[src/rtl/instr_fetch_unit.sv]
// ---------------------------------------------------------------------------
// instr_fetch_unit
//
// Fetch stage in front of decode/execute. Owns the word-addressed PC, issues
// reads to the synchronous instruction memory (one cycle read latency), and
// buffers returned words in a small FIFO. Decode pulls {inst_data, inst_pc}
// over a valid/ready handshake and may redirect the PC at any time; wrong-path
// words are flushed from the FIFO or killed on return through an epoch tag.
//
// Ports
//   clk             rising-edge clock
//   rst_n           synchronous, active-low reset
//   imem_req        read strobe to instruction memory
//   imem_addr       word address of the read (current PC)
//   imem_rdata      read data, returned the cycle after imem_req
//   redirect_valid  decode requests a new fetch PC (highest priority after reset)
//   redirect_pc     new fetch PC
//   inst_valid      FIFO head holds a valid instruction
//   inst_ready      decode accepts the head this cycle
//   inst_data       instruction word at the FIFO head (0 when not valid)
//   inst_pc         PC of inst_data (0 when not valid)
// ---------------------------------------------------------------------------
module instr_fetch_unit #(
  parameter int              PC_W     = 5,
  parameter logic [PC_W-1:0] RESET_PC = '0,
  parameter int              DEPTH    = 2
) (
  input  logic            clk,
  input  logic            rst_n,
  output logic            imem_req,
  output logic [PC_W-1:0] imem_addr,
  input  logic [31:0]     imem_rdata,
  input  logic            redirect_valid,
  input  logic [PC_W-1:0] redirect_pc,
  output logic            inst_valid,
  input  logic            inst_ready,
  output logic [31:0]     inst_data,
  output logic [PC_W-1:0] inst_pc
);

  localparam int DATA_W = 32;
  localparam int CNT_W  = $clog2(DEPTH + 1);
  localparam int OCC_W  = CNT_W + 1;
  localparam int PTR_W  = (DEPTH > 1) ? $clog2(DEPTH) : 1;

  localparam logic [OCC_W-1:0] DEPTH_OCC = OCC_W'(DEPTH);
  localparam logic [CNT_W-1:0] DEPTH_CNT = CNT_W'(DEPTH);
  localparam logic [PTR_W-1:0] LAST_PTR  = PTR_W'(DEPTH - 1);

  typedef enum logic {
    ST_RESET = 1'b0,
    ST_RUN   = 1'b1
  } state_t;

  state_t state_q;
  state_t state_d;
  logic   rst_n_q;

  // Fetch PC and epoch (control).
  logic [PC_W-1:0]   pc_q;
  logic              epoch_q;

  // Request-to-response stage: vld_p1 is the in-flight flag, i.e. a memory
  // response arrives in the current cycle.
  logic              vld_p1;
  logic              epoch_p1;
  logic [PC_W-1:0]   pc_p1;

  // FIFO.
  logic [DATA_W-1:0] fifo_data [DEPTH];
  logic [PC_W-1:0]   fifo_pc   [DEPTH];
  logic [PTR_W-1:0]  rd_ptr_q;
  logic [PTR_W-1:0]  wr_ptr_q;
  logic [CNT_W-1:0]  count_q;

  logic [OCC_W-1:0]  occupancy;
  logic              issue;
  logic              push;
  logic              pop;

  function automatic logic [PTR_W-1:0] ptr_inc(input logic [PTR_W-1:0] p);
    return (p == LAST_PTR) ? '0 : p + PTR_W'(1);
  endfunction

  function automatic logic [CNT_W-1:0] count_next(input logic [CNT_W-1:0] c,
                                                  input logic            do_push,
                                                  input logic            do_pop);
    logic [CNT_W-1:0] n;
    n = c;
    if (do_push && !do_pop) n = c + CNT_W'(1);
    if (!do_push && do_pop) n = c - CNT_W'(1);
    return n;
  endfunction

  // ---------------------------------------------------------------------
  // FSM: RESET while rst_n is low, RUN from the first edge with rst_n high.
  // ---------------------------------------------------------------------
  always_ff @(posedge clk) begin
    if (!rst_n) state_q <= ST_RESET;
    else        state_q <= state_d;
  end

  always_comb begin
    state_d = state_q;
    case (state_q)
      ST_RESET: state_d = ST_RUN;
      ST_RUN:   state_d = ST_RUN;
      default:  state_d = ST_RESET;
    endcase
  end

  assign rst_n_q = (state_q == ST_RUN);

  // Words already buffered plus the one returning this cycle; a new read is
  // issued only if it is guaranteed a FIFO slot when it comes back.
  assign occupancy = OCC_W'(count_q) + OCC_W'(vld_p1);

  always_comb begin
    issue = 1'b0;
    if (rst_n && rst_n_q && !redirect_valid && (occupancy < DEPTH_OCC)) issue = 1'b1;
  end

  assign imem_req  = issue;
  assign imem_addr = pc_q;

  assign inst_valid = rst_n && (count_q != '0);
  assign inst_data  = inst_valid ? fifo_data[rd_ptr_q] : '0;
  assign inst_pc    = inst_valid ? fifo_pc[rd_ptr_q]   : '0;

  assign pop = inst_valid && inst_ready;

  // Responses tagged with a stale epoch belong to a redirected path; a
  // redirect in the same cycle flushes everything, including this word.
  assign push = vld_p1 && (epoch_p1 == epoch_q) && !redirect_valid;

  // ---------------------------------------------------------------------
  // Stage p0 -> p1: control state (PC, epoch, in-flight tag, FIFO pointers)
  // ---------------------------------------------------------------------
  always_ff @(posedge clk) begin
    if (!rst_n) begin
      pc_q     <= RESET_PC;
      epoch_q  <= 1'b0;
      vld_p1   <= 1'b0;
      epoch_p1 <= 1'b0;
      rd_ptr_q <= '0;
      wr_ptr_q <= '0;
      count_q  <= '0;
    end else begin
      vld_p1 <= issue;
      if (issue) begin
        pc_q     <= pc_q + PC_W'(1);
        epoch_p1 <= epoch_q;
      end
      if (redirect_valid) begin
        // A pop in this cycle still completes: decode already owns that word.
        pc_q     <= redirect_pc;
        epoch_q  <= ~epoch_q;
        rd_ptr_q <= '0;
        wr_ptr_q <= '0;
        count_q  <= '0;
      end else begin
        if (push) wr_ptr_q <= ptr_inc(wr_ptr_q);
        if (pop)  rd_ptr_q <= ptr_inc(rd_ptr_q);
        count_q <= count_next(count_q, push, pop);
      end
    end
  end

  // ---------------------------------------------------------------------
  // Stage p1 -> FIFO: request PC and returned word (data, no reset)
  // ---------------------------------------------------------------------
  always_ff @(posedge clk) begin
    if (issue) pc_p1 <= pc_q;
    if (push) begin
      fifo_data[wr_ptr_q] <= imem_rdata;
      fifo_pc[wr_ptr_q]   <= pc_p1;
    end
  end

  a_no_overflow: assert property (@(posedge clk) disable iff (!rst_n)
    count_q <= DEPTH_CNT);

  a_push_has_room: assert property (@(posedge clk) disable iff (!rst_n)
    (push && !pop) |-> (count_q < DEPTH_CNT));

endmodule

[config.mk]
export PLATFORM = sky130hd
export DESIGN_NAME = instr_fetch_unit
export DESIGN_NICKNAME = d
export VERILOG_FILES = /design/src/rtl/instr_fetch_unit.sv
export SDC_FILE = /design/constraint.sdc
export NUM_CORES = 1
export LEC_CHECK = 0
export ABC_AREA = 1
export BUFFER_PORTS_ARGS = -buffer_cell sky130_fd_sc_hd__buf_2
export CORE_ASPECT_RATIO = 2
export CORE_UTILIZATION = 48
export DETAILED_ROUTE_END_ITERATION = 8
export GPL_TIMING_DRIVEN = 0
export PLACE_DENSITY = 0.77
export RECOVER_POWER = 100
export SYNTH_ARGS = -nofsm -noshare
export SYNTH_HDL_FRONTEND = slang
export SYNTH_SLANG_ARGS = --single-unit
export TNS_END_PERCENT = 100
[constraint.sdc]
create_clock -name clk -period 5.7 [get_ports clk]
set_clock_uncertainty 0.2 [all_clocks]
set_input_delay 0.57 -clock clk [delete_from_list [all_inputs] [get_ports clk]]
set_output_delay 0.57 -clock clk [all_outputs]
set_load 0.05 [all_outputs]
=== Word-level counts from Yosys, hierarchy flattened ===
Memories as Yosys holds them, arrays and structs flattened. A register that Yosys moved wholly into a read port is not among the register bits.
Index checks and enable logic that the tools add are counted.

* Bits in registers: 18
* Logic and storage cells: 53
* Memory bits (writable): 74
* Memories: 2

* Bitwise operators: 2
* Equality and inequality tests: 1
* Muxes and demuxes: 16
* Reductions and logical operators: 16
* Add/sub/neg operators: 6
* Magnitude comparators: 1

{| class="wikitable"
|+ Memories
! name !! words !! bits a word !! read ports !! clocked after memory_dff !! write ports !! line !! RTL
|-
| fifo_data || 2 || 32 || 1 || 1 || 1 || 70 || <nowiki>logic [DATA_W-1:0] fifo_data [DEPTH];</nowiki>
|-
| fifo_pc || 2 || 5 || 1 || 1 || 1 || 71 || <nowiki>logic [PC_W-1:0] fifo_pc [DEPTH];</nowiki>
|}

{| class="wikitable"
|+ Operators by type and width
! kind !! count
|-
| 2-to-1 mux 32 bit || 1
|-
| 2-to-1 mux 5 bit || 3
|-
| 2-to-1 mux 1 bit || 10
|-
| logical AND 1 bit || 9
|-
| nonzero test 2 bit || 3
|-
| adder 5 x 1 -> 5 bit (second input constant) || 1
|-
| 2-to-1 mux 2 bit || 2
|-
| adder 2 x 1 -> 3 bit || 1
|-
| logical NOT 1 bit || 3
|-
| less-than comparator 3 x 2 -> 1 bit (second input constant) || 1
|-
| adder 1 bit (second input constant) || 2
|-
| adder 2 x 1 -> 2 bit (second input constant) || 1
|-
| NOT 1 bit || 2
|-
| OR reduction 2 bit || 1
|-
| subtractor 2 x 1 -> 2 bit (second input constant) || 1
|-
| equality test 1 bit || 1
|}

=== Logic depth before layout (Yosys ltp) ===
* Depth in word-level cells: 7
* Gate-level depth with buffers: 10

=== Worst setup path before layout ===
No wires, ideal clock.

* Path type: input to register
* Start point: input port redirect_valid
* End point: memory fifo_data[0][0] (enable)
* Path buffers: 1
* Stages on the path: 4
* Library setup time: 0.431 ns
* Arrival: 2.563 ns
* Data required time: 5.069 ns
* Setup slack: 2.506 ns
* Cells stage by stage: buf_2 -> nor2_1 -> nand3_1 -> nor2_1

* Word-level cells in the longest chain between the ends: 4

{| class="wikitable"
|+ Ends and longest elaborated chain
! item !! line !! RTL
|-
| from (decl) || 33 || <nowiki>input logic redirect_valid,</nowiki>
|-
| logical NOT 1 bit || 134 || <nowiki>assign push = vld_p1 && (epoch_p1 == epoch_q) && !redirect_valid;</nowiki>
|-
| logical AND 1 bit || 134 ||
|-
| 2-to-1 mux 1 bit || 174 || <nowiki>if (push) begin</nowiki>
|-
| 2-to-1 mux 1 bit (not written as such) || 175 || <nowiki>fifo_data[wr_ptr_q] <= imem_rdata;</nowiki>
|-
| to (decl) || 70 ||
|}

Every way passes these cells.

=== Final worst setup path ===
* Start point: input port redirect_valid
* End point: memory fifo_data[0][1] (enable)

The elaborated chain is that of the path after synthesis.

==> out/metrics.cfg <==
[cells_and_area]
final_net_count = 438
fillCellCount = 680
utilization_pct = 59.2
drive_gt1_share_pct = 18.8
n_antenna_cell = 0
most-common-layout-cells = 79 x edfxtp_1, 72 x clkbuf_1, 62 x nand2_1
area_growth_pct = 18.6
final_common_cell = edfxtp_1

[pwr]
switching_share_pct = 19.6
switchingPower_mw = 0.263
leakagePower_nw = 1.87
powerDensity_nw_per_um2 = 295
seqPwrFrac_pct = 56.4
combinationalPowerShare_pct = 4.3
clkPwrFrac_pct = 39.3
p_int_mw = 1.08
peakVddDrop_mv = 0.226

[synth]
synth_top_area_share_pct = 62.0
yosysWarnings = 0
syn-num-nets = 342
synth-edff-count = 79
syn_inst = 299
avgSynthCellArea_um2 = 12.8
netlist_area_um2 = 3820
synthFlopType = edfxtp_1
async_flop_share_pct = 0
synth.area.top_cells = edfxtp_1 62%, mux2_2 11%, dfxtp_1 7.3%
synth.yosys.seq_area_share_pct = 69.4
synth_top_area_cell = edfxtp_1
ys_ff_latch = 93
ys_types = 21

[critical_path]
endpoint_kind = flip-flop
critPathArrivalTime_ns = 3.39
worstPathRequired_ns = 5.45
path_cells = clkbuf_1 -> clkbuf_1 -> nor2_1 -> nand3_1 -> nor2_1 -> clkbuf_1
cp_common_cell = clkbuf_1
critical_path_buf_inv_count = 3
crit_family = simple AND/OR/NAND/NOR gates
crit_fanout = 19
criticalPathCategory = in2reg
cp_slowest_stage_delay_ns = 1.23
critPathSlowestCell = nor2_1
cp-start-kind = input port

[global_route]
use_met3_pct = 5.25
grt_antenna_before_repair = 0
grt_pass1_vias = 2307
grt.busiest_layer = met2
grt.overflow.total = 0
grt_start_max_net_pins = 39
track_usage_pct = 17.5
use_met2_pct = 32.0
grt_use_met1_pct = 17.0
grt_pass1_wl_um = 10500

[placed_design]
io_buffer_count = 84
place_ws_ns = 3.13
hpwlAfterDp_um = 4600
gp_congestion = 0.770

[cts]
clock_path_buffers = 2
clk_latency_ns = 0.33
cts-root-buf = clkbuf_16
cts_setup_buffers = 0
cts_tree = yes
cts_htree_levels = 3
cts_hold_buf = 0
clkTransAtPathRegs_ns = 0.06
cts-resized-gates = 0
clock-sinks = 93
cts_buffers = 9

[sta]
fmax_mhz = 275
setup_violations = 0
drv_slew = 59
hold_violations = 0
rsz0062_at_grt = false
layout_min_cycle_time_ns = 3.64
relSlewSlack_pct = -9.02
setup_slack_ns = 2.06
fin_crit_sh_pct = 63.8
setup_tns_ns = 0
tightest_slew_ns = 1.63

[route]
drc = 0
drtPass1Iterations = 4
viasPerCell = 4.75
wirelength_um = 6640
vias = 2348
routedWlPerCell_um = 13.4
initialDrtViolationCount = 89
ant_nets = 0

[status]
status = finished with violations
violations = capacitance limit, slew limit

[die]
die_area_um2 = 8350
initial_utilization_pct = 49.9
die_h_um = 128
rows = 45
boundaryPins = 85
core_um2 = 7660
die_w_um = 65.1

[flow_run]
maxCapViolCount = 2

[worst_hold_path]
hold_class = in2reg

## per-stage QoR
stage,hold slack [ns],instance area (µm²),instances,total power [mW]
global placement,0.225,4360,477,0.828
floorplan,0.221,3820,299,0.803
global route,0.208,4530,494,1.38
CTS,0.205,4660,494,1.36
finish,0.220,4530,494,1.34
detailed placement,0.238,4400,478,0.831
## sequential cells by signal, indices dropped and copies added (netlist names), named ones only
signal     count
rd_ptr_q       1
epoch_q        1
fifo_pc       10
fifo_data     64
rst_n_q        1
wr_ptr_q       1
imem_addr      5
vld_p1         1
epoch_p1       1
count_q        2
pc_p1          5
## power by group through the flow
| stage | combinational (mW) | clock (mW) | sequential [mW] |
|---|---|---|---|
| floorplan | 0.0268 | 0 | 0.776 |
| global placement | 0.0589 | 0 | 0.769 |
| detailed placement | 0.0625 | 0 | 0.769 |
| CTS | 0.0628 | 0.541 | 0.755 |
| global route | 0.0641 | 0.563 | 0.756 |
| finish | 0.0575 | 0.526 | 0.755 |
## cell families after synthesis
family                     share of synthesized area [%]
AOI/OAI and AO/OA                                   2.68
xor gates and xnor gates                           0.229
adders and majority gates                          0.654
buffers and inverters                               6.97
DFF                                                 69.4
muxes                                               10.9
and+or+nand+nor                                     9.19
## final timing paths
check / slack, ns / startpoint / cells after the start / endpoint
worst max-delay path: 2.06 / redirect_valid / 6 / fifo_data[0][1]$_DFFE_PP_
worst max register to register: 2.29 / vld_p1$_SDFF_PN0_ / 5 / fifo_data[0][1]$_DFFE_PP_
worst min register to register: 0.25 / pc_p1[2]$_DFFE_PP_ / 0 / fifo_pc[0][2]$_DFFE_PP_
worst min-delay path: 0.22 / imem_rdata[10] / 1 / fifo_data[1][10]$_DFFE_PP_
## area by class of cell
type,count,area [µm²],share of cell area [%]
timing repair buffer,85,345,7.62
sequential,93,2650,58.5
inverter,52,195,4.30
clock buffer,16,262,5.77
tap,94,118,2.59
multi-input combinational,145,893,19.7
buffer,9,68.8,1.52
## cell usage after synthesis, types with 2 or more instances
cell / number
a21oi_1: 9
buf_2: 3
buf_4: 3
buf_6: 3
dfxtp_1: 14
edfxtp_1: 79
ha_1: 2
inv_1: 51
mux2_2: 37
nand2_1: 62
nand3_1: 8
nand4_1: 3
nor2_1: 9
nor3_1: 3
o21ai_0: 7
## worst reg2reg max path: stages (launching register included)
cell and delay [ns]:
dfxtp_1 0.35, inv_1 0.05, nor2_1 0.16, nand3_1 0.14, nor2_1 1.23, clkbuf_1 0.89
## layer usage
layer	wire length, µm	share of wire, %
met1	2550	38
met2	3670	55
met3	268	4.0
met4	153	2.3
met5	0	0
Note: power is estimated with default switching activity, not from simulation.
